--- config.mk ---
export PLATFORM = sky130hd
export DESIGN_NAME = multi_centroid
export DESIGN_NICKNAME = d
export VERILOG_FILES = /design/src/rtl/centroid_pkg.sv /design/src/rtl/centroid_divider.sv /design/src/rtl/multi_centroid.sv
export SDC_FILE = /design/constraint.sdc
export NUM_CORES = 2
export LEC_CHECK = 0
export BUFFER_PORTS_ARGS = -buffer_cell sky130_fd_sc_hd__buf_2
export CORE_MARGIN = 4
export CORE_UTILIZATION = 37
export DETAILED_ROUTE_END_ITERATION = 8
export HOLD_SLACK_MARGIN = 0.02
export PLACE_DENSITY_LB_ADDON = 0.15
export SLEW_MARGIN = 5
export SYNTH_ARGS = -nofsm -noshare
export SYNTH_HDL_FRONTEND = slang
export SYNTH_SLANG_ARGS = --single-unit
--- constraint.sdc ---
create_clock -name clk_in -period 3 [get_ports clk_in]
set_input_delay 0.15 -clock clk_in [delete_from_list [all_inputs] [get_ports clk_in]]
set_output_delay 0.15 -clock clk_in [all_outputs]
set_load 0.05 [all_outputs]
--- src/rtl/centroid_pkg.sv ---
// Shared widths, FSM states and rounding modes for the multi-channel centroid block.
package centroid_pkg;

  function automatic int unsigned cnt_width(input int unsigned h, input int unsigned v);
    return h + v;
  endfunction

  function automatic int unsigned sx_width(input int unsigned h, input int unsigned v);
    return cnt_width(h, v) + h;
  endfunction

  function automatic int unsigned sy_width(input int unsigned h, input int unsigned v);
    return cnt_width(h, v) + v;
  endfunction

  function automatic int unsigned div_width(input int unsigned h, input int unsigned v);
    return (sx_width(h, v) > sy_width(h, v)) ? sx_width(h, v) : sy_width(h, v);
  endfunction

  typedef enum logic [1:0] {
    StIdle,
    StLoad,
    StDiv,
    StEmit
  } state_e;

  localparam int unsigned RoundTrunc  = 0;
  localparam int unsigned RoundHalfUp = 1;

endpackage

--- src/rtl/centroid_divider.sv ---
// Restoring serial divider: one quotient bit per cycle, DW cycles after start.
module centroid_divider #(
  parameter int unsigned DW = 32,
  parameter int unsigned VW = 21
) (
  input  logic          clk_i,
  input  logic          rst_ni,
  input  logic          start_i,
  input  logic [DW-1:0] dividend_i,
  input  logic [VW-1:0] divisor_i,
  output logic [DW-1:0] quotient_o,
  output logic          done_o
);

  localparam int unsigned CW = $clog2(DW + 1);

  logic [DW-1:0] quo_q, quo_d;
  logic [VW-1:0] rem_q, rem_d, dsr_q, dsr_d;
  logic [CW-1:0] cnt_q, cnt_d;
  logic          run_q, run_d;
  logic [VW:0]   rem_sh, diff;

  // Next-state: load on start, otherwise shift in one dividend bit and trial-subtract.
  always_comb begin
    quo_d  = quo_q;
    rem_d  = rem_q;
    dsr_d  = dsr_q;
    cnt_d  = cnt_q;
    run_d  = run_q;
    rem_sh = {rem_q, quo_q[DW-1]};
    diff   = rem_sh - {1'b0, dsr_q};
    if (start_i) begin
      quo_d = dividend_i;
      rem_d = '0;
      dsr_d = divisor_i;
      cnt_d = CW'(DW);
      run_d = 1'b1;
    end else if (run_q) begin
      // Remainder stays below the divisor, so VW bits always hold it.
      if (rem_sh >= {1'b0, dsr_q}) begin
        rem_d = diff[VW-1:0];
        quo_d = {quo_q[DW-2:0], 1'b1};
      end else begin
        rem_d = rem_sh[VW-1:0];
        quo_d = {quo_q[DW-2:0], 1'b0};
      end
      cnt_d = cnt_q - CW'(1);
      if (cnt_q == CW'(1)) run_d = 1'b0;
    end
  end

  // Divider state registers.
  always_ff @(posedge clk_i or negedge rst_ni) begin
    if (!rst_ni) begin
      quo_q <= '0;
      rem_q <= '0;
      dsr_q <= '0;
      cnt_q <= '0;
      run_q <= 1'b0;
    end else begin
      quo_q <= quo_d;
      rem_q <= rem_d;
      dsr_q <= dsr_d;
      cnt_q <= cnt_d;
      run_q <= run_d;
    end
  end

  // Done marks the final iteration; the quotient is complete the following cycle.
  assign done_o     = run_q && (cnt_q == CW'(1));
  assign quotient_o = quo_q;

endmodule

--- src/rtl/multi_centroid.sv ---
// Per-channel centre-of-mass accumulator with snapshot and serial divide of each channel.
module multi_centroid
  import centroid_pkg::*;
#(
  parameter int unsigned NUM_CH    = 4,
  parameter int unsigned H_WIDTH   = 11,
  parameter int unsigned V_WIDTH   = 10,
  parameter int unsigned MIN_COUNT = 1,
  parameter int unsigned ROUND     = RoundTrunc,
  localparam int unsigned CNT_W    = cnt_width(H_WIDTH, V_WIDTH),
  localparam int unsigned SX_W     = sx_width(H_WIDTH, V_WIDTH),
  localparam int unsigned SY_W     = sy_width(H_WIDTH, V_WIDTH),
  localparam int unsigned D        = div_width(H_WIDTH, V_WIDTH),
  localparam int unsigned CH_W     = (NUM_CH > 1) ? $clog2(NUM_CH) : 1
) (
  input  logic               clk_in,
  input  logic               rst_n_in,
  input  logic [H_WIDTH-1:0] x_in,
  input  logic [V_WIDTH-1:0] y_in,
  input  logic               valid_in,
  input  logic [NUM_CH-1:0]  mask_in,
  input  logic               tabulate_in,
  output logic               busy_out,
  output logic               overrun_out,
  output logic               valid_out,
  output logic [CH_W-1:0]    ch_out,
  output logic [H_WIDTH-1:0] x_out,
  output logic [V_WIDTH-1:0] y_out,
  output logic [CNT_W-1:0]   count_out,
  output logic               found_out,
  output logic               done_out
);

  localparam logic [CNT_W-1:0] CntMax = '1;
  localparam logic [CH_W-1:0]  LastCh = CH_W'(NUM_CH - 1);

  logic [SX_W-1:0]  sx_q [NUM_CH], sx_d [NUM_CH], sx_nxt [NUM_CH], snap_sx_q [NUM_CH], snap_sx_d [NUM_CH];
  logic [SY_W-1:0]  sy_q [NUM_CH], sy_d [NUM_CH], sy_nxt [NUM_CH], snap_sy_q [NUM_CH], snap_sy_d [NUM_CH];
  logic [CNT_W-1:0] cnt_q [NUM_CH], cnt_d [NUM_CH], cnt_nxt [NUM_CH];
  logic [CNT_W-1:0] snap_cnt_q [NUM_CH], snap_cnt_d [NUM_CH];
  logic [NUM_CH-1:0] sat_q, sat_d, sat_nxt, snap_sat_q, snap_sat_d;

  state_e state_q, state_d;
  logic [CH_W-1:0]    ch_q, ch_d, ch_out_q, ch_out_d;
  logic [H_WIDTH-1:0] x_q, x_d;
  logic [V_WIDTH-1:0] y_q, y_d;
  logic [CNT_W-1:0]   count_q, count_d;
  logic valid_q, valid_d, done_q, done_d, found_q, found_d, ovr_q, ovr_d;

  logic [CNT_W-1:0] sel_cnt;
  logic             skip, div_start, done_x, done_y;
  logic [D:0]       rnd, x_sum, y_sum;
  logic [D-1:0]     quo_x, quo_y;

  // Accumulate every cycle; tabulate snapshots (when idle) and always clears the accumulators.
  always_comb begin
    snap_sat_d = snap_sat_q;
    sat_nxt    = sat_q;
    sat_d      = sat_q;
    for (int c = 0; c < NUM_CH; c++) begin
      sx_nxt[c]     = sx_q[c];
      sy_nxt[c]     = sy_q[c];
      cnt_nxt[c]    = cnt_q[c];
      snap_sx_d[c]  = snap_sx_q[c];
      snap_sy_d[c]  = snap_sy_q[c];
      snap_cnt_d[c] = snap_cnt_q[c];
      if (valid_in && mask_in[c] && !sat_q[c]) begin
        if (cnt_q[c] == CntMax) begin
          sat_nxt[c] = 1'b1;
        end else begin
          sx_nxt[c]  = sx_q[c] + SX_W'(x_in);
          sy_nxt[c]  = sy_q[c] + SY_W'(y_in);
          cnt_nxt[c] = cnt_q[c] + CNT_W'(1);
        end
      end
      sx_d[c]  = sx_nxt[c];
      sy_d[c]  = sy_nxt[c];
      cnt_d[c] = cnt_nxt[c];
      if (tabulate_in) begin
        if (state_q == StIdle) begin
          snap_sx_d[c]  = sx_nxt[c];
          snap_sy_d[c]  = sy_nxt[c];
          snap_cnt_d[c] = cnt_nxt[c];
          snap_sat_d[c] = sat_nxt[c];
        end
        sx_d[c]  = '0;
        sy_d[c]  = '0;
        cnt_d[c] = '0;
        sat_d[c] = 1'b0;
      end else begin
        sat_d[c] = sat_nxt[c];
      end
    end
  end

  // Dividend formation for the channel being processed, with optional half-divisor rounding.
  always_comb begin
    sel_cnt = snap_cnt_q[ch_q];
    skip    = (sel_cnt < CNT_W'(MIN_COUNT)) || snap_sat_q[ch_q];
    rnd     = '0;
    if (ROUND == RoundHalfUp) rnd = (D + 1)'(sel_cnt >> 1);
    x_sum = (D + 1)'(snap_sx_q[ch_q]) + rnd;
    y_sum = (D + 1)'(snap_sy_q[ch_q]) + rnd;
  end

  centroid_divider #(.DW(D), .VW(CNT_W)) u_div_x (
    .clk_i      (clk_in),
    .rst_ni     (rst_n_in),
    .start_i    (div_start),
    .dividend_i (x_sum[D-1:0]),
    .divisor_i  (sel_cnt),
    .quotient_o (quo_x),
    .done_o     (done_x)
  );

  centroid_divider #(.DW(D), .VW(CNT_W)) u_div_y (
    .clk_i      (clk_in),
    .rst_ni     (rst_n_in),
    .start_i    (div_start),
    .dividend_i (y_sum[D-1:0]),
    .divisor_i  (sel_cnt),
    .quotient_o (quo_y),
    .done_o     (done_y)
  );

  // Channel sequencer and registered result outputs.
  always_comb begin
    state_d   = state_q;
    ch_d      = ch_q;
    div_start = 1'b0;
    valid_d   = 1'b0;
    done_d    = 1'b0;
    ovr_d     = tabulate_in && (state_q != StIdle);
    ch_out_d  = ch_out_q;
    x_d       = x_q;
    y_d       = y_q;
    count_d   = count_q;
    found_d   = found_q;
    unique case (state_q)
      StIdle: begin
        if (tabulate_in) begin
          state_d = StLoad;
          ch_d    = '0;
        end
      end
      StLoad: begin
        if (skip) begin
          state_d = StEmit;
        end else begin
          div_start = 1'b1;
          state_d   = StDiv;
        end
      end
      StDiv: begin
        if (done_x && done_y) state_d = StEmit;
      end
      StEmit: begin
        valid_d  = 1'b1;
        ch_out_d = ch_q;
        count_d  = sel_cnt;
        found_d  = !skip;
        x_d      = skip ? '0 : quo_x[H_WIDTH-1:0];
        y_d      = skip ? '0 : quo_y[V_WIDTH-1:0];
        done_d   = (ch_q == LastCh);
        if (ch_q == LastCh) begin
          state_d = StIdle;
        end else begin
          ch_d    = ch_q + CH_W'(1);
          state_d = StLoad;
        end
      end
      default: state_d = StIdle;
    endcase
  end

  // State, accumulator, snapshot and output registers.
  always_ff @(posedge clk_in or negedge rst_n_in) begin
    if (!rst_n_in) begin
      for (int c = 0; c < NUM_CH; c++) begin
        sx_q[c]       <= '0;
        sy_q[c]       <= '0;
        cnt_q[c]      <= '0;
        snap_sx_q[c]  <= '0;
        snap_sy_q[c]  <= '0;
        snap_cnt_q[c] <= '0;
      end
      sat_q      <= '0;
      snap_sat_q <= '0;
      state_q    <= StIdle;
      ch_q       <= '0;
      ch_out_q   <= '0;
      x_q        <= '0;
      y_q        <= '0;
      count_q    <= '0;
      valid_q    <= 1'b0;
      done_q     <= 1'b0;
      found_q    <= 1'b0;
      ovr_q      <= 1'b0;
    end else begin
      for (int c = 0; c < NUM_CH; c++) begin
        sx_q[c]       <= sx_d[c];
        sy_q[c]       <= sy_d[c];
        cnt_q[c]      <= cnt_d[c];
        snap_sx_q[c]  <= snap_sx_d[c];
        snap_sy_q[c]  <= snap_sy_d[c];
        snap_cnt_q[c] <= snap_cnt_d[c];
      end
      sat_q      <= sat_d;
      snap_sat_q <= snap_sat_d;
      state_q    <= state_d;
      ch_q       <= ch_d;
      ch_out_q   <= ch_out_d;
      x_q        <= x_d;
      y_q        <= y_d;
      count_q    <= count_d;
      valid_q    <= valid_d;
      done_q     <= done_d;
      found_q    <= found_d;
      ovr_q      <= ovr_d;
    end
  end

  // Busy stays up through the done pulse so it falls one cycle later.
  assign busy_out    = (state_q != StIdle) || done_q;
  assign overrun_out = ovr_q;
  assign valid_out   = valid_q;
  assign ch_out      = ch_out_q;
  assign x_out       = x_q;
  assign y_out       = y_q;
  assign count_out   = count_q;
  assign found_out   = found_q;
  assign done_out    = done_q;

endmodule

Word-level counts from Yosys, hierarchy flattened
Cells that the tools add are included.
Widths: inputs -> output; s select.

word-level totals
  register bits after elaboration = 873
  latch bits = 0
  RAM bits = 0
  ROM bits = 0
  output and inout bits = 49
  logic and storage cells = 203
  memories kept = 0

operators by class
  $add $sub $neg = 17
  $mul = 0
  div/mod/pow operators = 0
  order comparisons = 5
  eq/ne operators = 13
  shifts and indexed selects = 0
  multiplexer cells = 95
  bitwise logic cells = 1
  reductions and logical operators = 27

operator list
  kind                   number
  $mux 32                18
  $mux 31                14
  $mux 21                20
  $add 32x11->32         4
  $add 31x10->31         4
  $add 21x1->21 const B  4
  $eq 21x21->1 const B   4
  $bmux 32 s2            1
  $bmux 31 s2            1
  $ge 22x21->1           2
  $bmux 21 s2            1
  $sub 21x21->21         2
  $mux 1                 27
  $mux 6                 4
  $lt 21x1->1 const B    1
  $eq 6x1->1 const B     2
  $logic_and 1x1->1      12
  $sub 6x1->6 const B    2
  $mux 11                1
  $mux 10                1
  $mux 2                 4
  $pmux 2 s4             1
  $reduce_bool 2->1      4
  $eq 2x2->1 const B     3
  13 further kinds       21

Logic depth before layout (Yosys ltp)
  depth after elaboration = 9
  gate-level depth with buffers = 12

Cells and area by module
Synthesis repeated with hierarchy kept, for this count alone.

second synthesis, totals
  cells, all modules = 4575
  area, all modules = 45282.2 µm²

modules (own cells, without submodules)
  module                      instances  cells each  area each (µm²)
  multi_centroid              1          3545        35905.7
  centroid_divider (u_div_y)  1          527         4752.1
  centroid_divider (u_div_x)  1          503         4624.4

Least setup slack after synthesis
OpenSTA, ideal clock, no wires.

  kind = register to register
  start = register sx_q[32] (netlist bit)
  end = register snap_sx_q[58] (netlist bit)
  arrival = 2.747 ns
  setup slack = 0.126 ns
  stages on the path, launching flop included = 12
  buffers on the path = 1
  clock period less this slack = 2.874 ns
  cells stage by stage = dfrtp_1 > ha_1 > fa_1 > a21o_1 > a21o_1 > a211oi_1 > o21ai_1 > a311oi_2 > or4_1 > buf_2 > mux2i_1 > nand3_1

on the way
  word-level cells in the longest chain between the ends = 3

RTL lines
  item                             line                   text
  start, declared                  multi_centroid.sv:37   logic [SX_W-1:0] sx_q [NUM_CH], sx_d [NUM_CH], sx_nxt [NUM_CH], snap_sx_q [NUM_CH], snap_sx_d [NUM_CH];
  start signal, assigned by index  multi_centroid.sv:201  sx_q[c] <= sx_d[c];
  $add 32x11->32                   multi_centroid.sv:71   sx_nxt[c] = sx_q[c] + SX_W'(x_in);
  $mux 32                          multi_centroid.sv:68   if (cnt_q[c] == CntMax) begin
  $mux 32                          multi_centroid.sv:67   if (valid_in && mask_in[c] && !sat_q[c]) begin
  end signal, assigned by index    multi_centroid.sv:204  snap_sx_q[c] <= snap_sx_d[c];
  end, declared                    multi_centroid.sv:37

Every way passes these cells.
A chain may end at the register's enable or synchronous reset.

Worst setup path after layout
  start = register sx_q[32] (netlist bit)
  end = register snap_sx_q[62] (netlist bit)

Same word-level chain as after synthesis.

==> flow_summary.ini <==
[layout]
area_delta_synth_final_pct = 18.3
finalNonFillerCells = 6237
design_area_mm2 = 0.0518
num_antenna_cells = 0
nFillCells = 11200
seqCellArea_mm2 = 0.0219
final_net_count = 4805
multi_input_area_mm2 = 0.0210
layout_commonest_cell = dfrtp_1
drive_above_1_share_pct = 15.8
most-common-layout-cells = dfrtp_1, nand2_1, nor2_1
utilization_pct = 44.3

[logic_synthesis]
synth_fa_ha_area_share_pct = 4.43
synth_flop_cell = dfrtp_1
synthArstFlopShare_pct = 100
synth-compound-area-share_pct = 11.2
synth_xor_area_share_pct = 6.64
synth_edf_count = 0
syn_area_mm2 = 0.0438
synth_fp_nets = 4572
ys_ff_latch = 873
synth_cells = 4394
synth_top_family_by_area = simple AND/OR/NAND/NOR gates
yosys-top-cells-area = dfrtp_1, o21ai_0, nand2_1, nor2_1, mux4_2
synth.distinct_cells = 80
synthSimpleGateAreaFrac_pct = 16.3
muxShareOfSynthArea_pct = 8.43
syn_area_per_cell_um2 = 9.96
synth_top_cell_by_area = dfrtp_1
yosysWarnings = 0
synth_top_area_share_pct = 49.9
synth_seq_area_share_pct = 49.9

[floorplan]
initial_utilization_pct = 37.5
dieArea_mm2 = 0.124
die_x_um = 352
fp-row-count = 125
core_area_mm2 = 0.117
ios = 78
die_h_um = 352

[status]
status = finished clean

[detailed_routing]
ant_nets = 0
route.detailed.drc = 0
vias = 32200
drt-initial-drc-count = 2056
first_pass_iters = 5
drt-wirelength-per-cell_um = 19.3
vias_per_cell = 5.16
drt_wl_total_um = 120000

[pwr]
finalPower_mw = 26.9
leakage_nw = 23.2
cellPowerDensity_mw_per_mm2 = 519
peakVddDrop_mv = 0.400

[critical_path]
cpMaxStageDelayCell = or4_4
cp-end-kind = register
crit_chain = ha_4 -> fa_2 -> a21o_1 -> a21o_1 -> a211oi_2 -> buf_4 -> o21ai_4 -> a311oi_2 -> buf_4 -> or4_4 -> or4_1 -> nand3_1
reg2reg_slack_ns = 0.11
ff2ff_path_depth = 12
cp.required_ns = 3.59
criticalPathCategory = register to register
r2r_end = snap_sx_q[62]$_DFFE_PN0P_
cp_max_fo = 12
slowest_delay_ns = 0.58
timing.rr.start = sx_q[32]$_DFF_PN0_
cp.arrival_ns = 3.48
critPathLaunchType = register

[timing]
rsz0062_at_grt = true
finalSetupViolCount = 0
hold_ws_ns = 0.0825
fin_crit_sh_pct = 96.3
slew_viol_final = 0
final_hold_viol_count = 0
fmax_mhz = 346
tightest_slew_ns = 0.883
slew-limit-headroom_pct = 41.1
skew_ns = 0.0382
period_minus_slack_ns = 2.89

[clocking]
clk_pin_slew_ns = 0.06
cts_root_buffer = clkbuf_16
cts_tree = built
clockBufferDepth = 3
cts_made_buffers = 102
h-tree-depth = 3
cts.sink_count = 873
clk_latency_ns = 0.68

[placement]
dp.final_hpwl_um = 84300
portBuffers = 77
dp.cells = 6017
dpl-instance-area_mm2 = 0.0476
gp_congestion = 0.845

[global_route]
first_global_vias = 32500
antenna_found_initial = 4
grt_first_pass_wirelength_um = 191000
grt.total_usage_pct = 19.3
grt_overflow = 0
grt_max_degree = 153

[job]
max_cap_viol_count = 0

[min_path]
hold_end = sat_q[1]$_DFF_PN0_
hp-start = mask_in[1]
hold_class = primary input to register
whs_path_depth = 5
-- critical path: cells and delay by family (launching register included) --
family                   cells  cell delay (ns)
flip-flops                   1             0.40
AO/OA/AOI/OAI                5             0.58
adder cells (fa/ha/maj)      2             0.36
buffers and inverters        2             0.31
AND/OR/NAND/NOR              3             1.16
-- synth_stat cells (23+ instances only) --
master	n
dfrtp_1	873
nand2_1	550
nor2_1	525
o21ai_0	445
a21oi_1	197
xnor2_1	194
clkbuf_1	182
ha_1	139
mux2i_1	138
xor2_1	138
nand3_1	123
inv_1	100
mux4_2	85
nor3_1	74
nand4_1	56
and3_1	53
a21o_1	46
buf_2	38
mux2_2	35
nor4_1	35
a31oi_1	27
or3_1	24
nor2b_1	23
-- kinds of logic (layout without fill, tap and decap cells) --
logic type,after synthesis,after routing
DFF,873,873
adders and majority gates,149,149
AOI/OAI and AO/OA,865,865
and+or+nand+nor,1581,1582
buffers and inverters,336,654
xor gates and xnor gates,332,332
muxes,258,258
-- metal layers --
| layer | global-route usage, % | share of wire [%] |
|---|---|---|
| met1 | 27.5 | 48 |
| met2 | 30.5 | 45 |
| met3 | 3.27 | 4.0 |
| met4 | 5.35 | 2.8 |
| met5 | 0 | 0.017 |
-- state kept, by name (all words and copies together), names as in the netlist, 2 cells and up --
name and flops:
u_div_x.rem_q 21, count_out 21, u_div_x.cnt_q 6, u_div_y.quotient_o 32, u_div_x.dsr_q 21, snap_sat_q 4
x_out 11, sx_q 128, ch_q 2, snap_cnt_q 84, state_q 2, sat_q 4
ch_out 2, u_div_y.rem_q 21, snap_sy_q 124, u_div_x.quotient_o 32, cnt_q 84, u_div_y.cnt_q 6
sy_q 124, y_out 10, snap_sx_q 128
-- repair_timing --
| item | CTS | global route |
|---|---|---|
| pin swaps | 5 | 28 |
| buffers inserted | 6 | 12 |
| gates resized for setup | 13 | 75 |
| endpoints found under the hold margin | 625 | 0 |
| setup endpoints to repair | 144 | 280 |
| gates cloned | 0 | 3 |
| hold buffers | 10 | 0 |
-- stage by stage --
step,TNS [ns],worst slack [ns]
floorplan,0,0.126
CTS,0,0.0166
global placement,-0.992,-0.134
detailed placement,-5.49,-0.110
global route,-0.0718,-0.0353
finish,0,0.111
-- area by class of cell --
class | count | area share [%]
clock buffers | 148 | 5.87
clock inverters | 42 | 1.03
inverters | 101 | 0.732
multi-input cells | 3186 | 40.5
flip-flops and latches | 873 | 42.2
well taps | 1524 | 3.68
repair buffers | 363 | 5.98
-- power breakdown --
part / total (mW) / switching, mW / internal [mW]
clock network: 13.1 / 5.15 / 7.97
logic: 1.81 / 1.15 / 0.658
registers: 11.9 / 0.0598 / 11.9
total: 26.9 / 6.36 / 20.5
-- how the worst max path moves through the flow --
stage	depth (start not counted)	from	slack (ns)	endpoint
2_1_floorplan	11	sx_q[32]$_DFF_PN0_	0.13	snap_sx_q[58]$_DFFE_PN0P_
4_1_cts	13	sx_q[32]$_DFF_PN0_	0.02	snap_sx_q[54]$_DFFE_PN0P_
6_report	12	sx_q[32]$_DFF_PN0_	0.11	snap_sx_q[62]$_DFFE_PN0P_
3_3_place_gp	13	u_div_x.dsr_q[0]$_DFFE_PN0P_	-0.13	u_div_y.quotient_o[0]$_DFFE_PN0P_
3_5_place_dp	9	ch_q[0]$_DFFE_PN0P_	-0.11	u_div_x.rem_q[3]$_DFFE_PN0P_
5_1_grt	12	sx_q[65]$_DFF_PN0_	-0.04	snap_sx_q[85]$_DFFE_PN0P_
No activity file was read; power rests on OpenSTA's default activity.
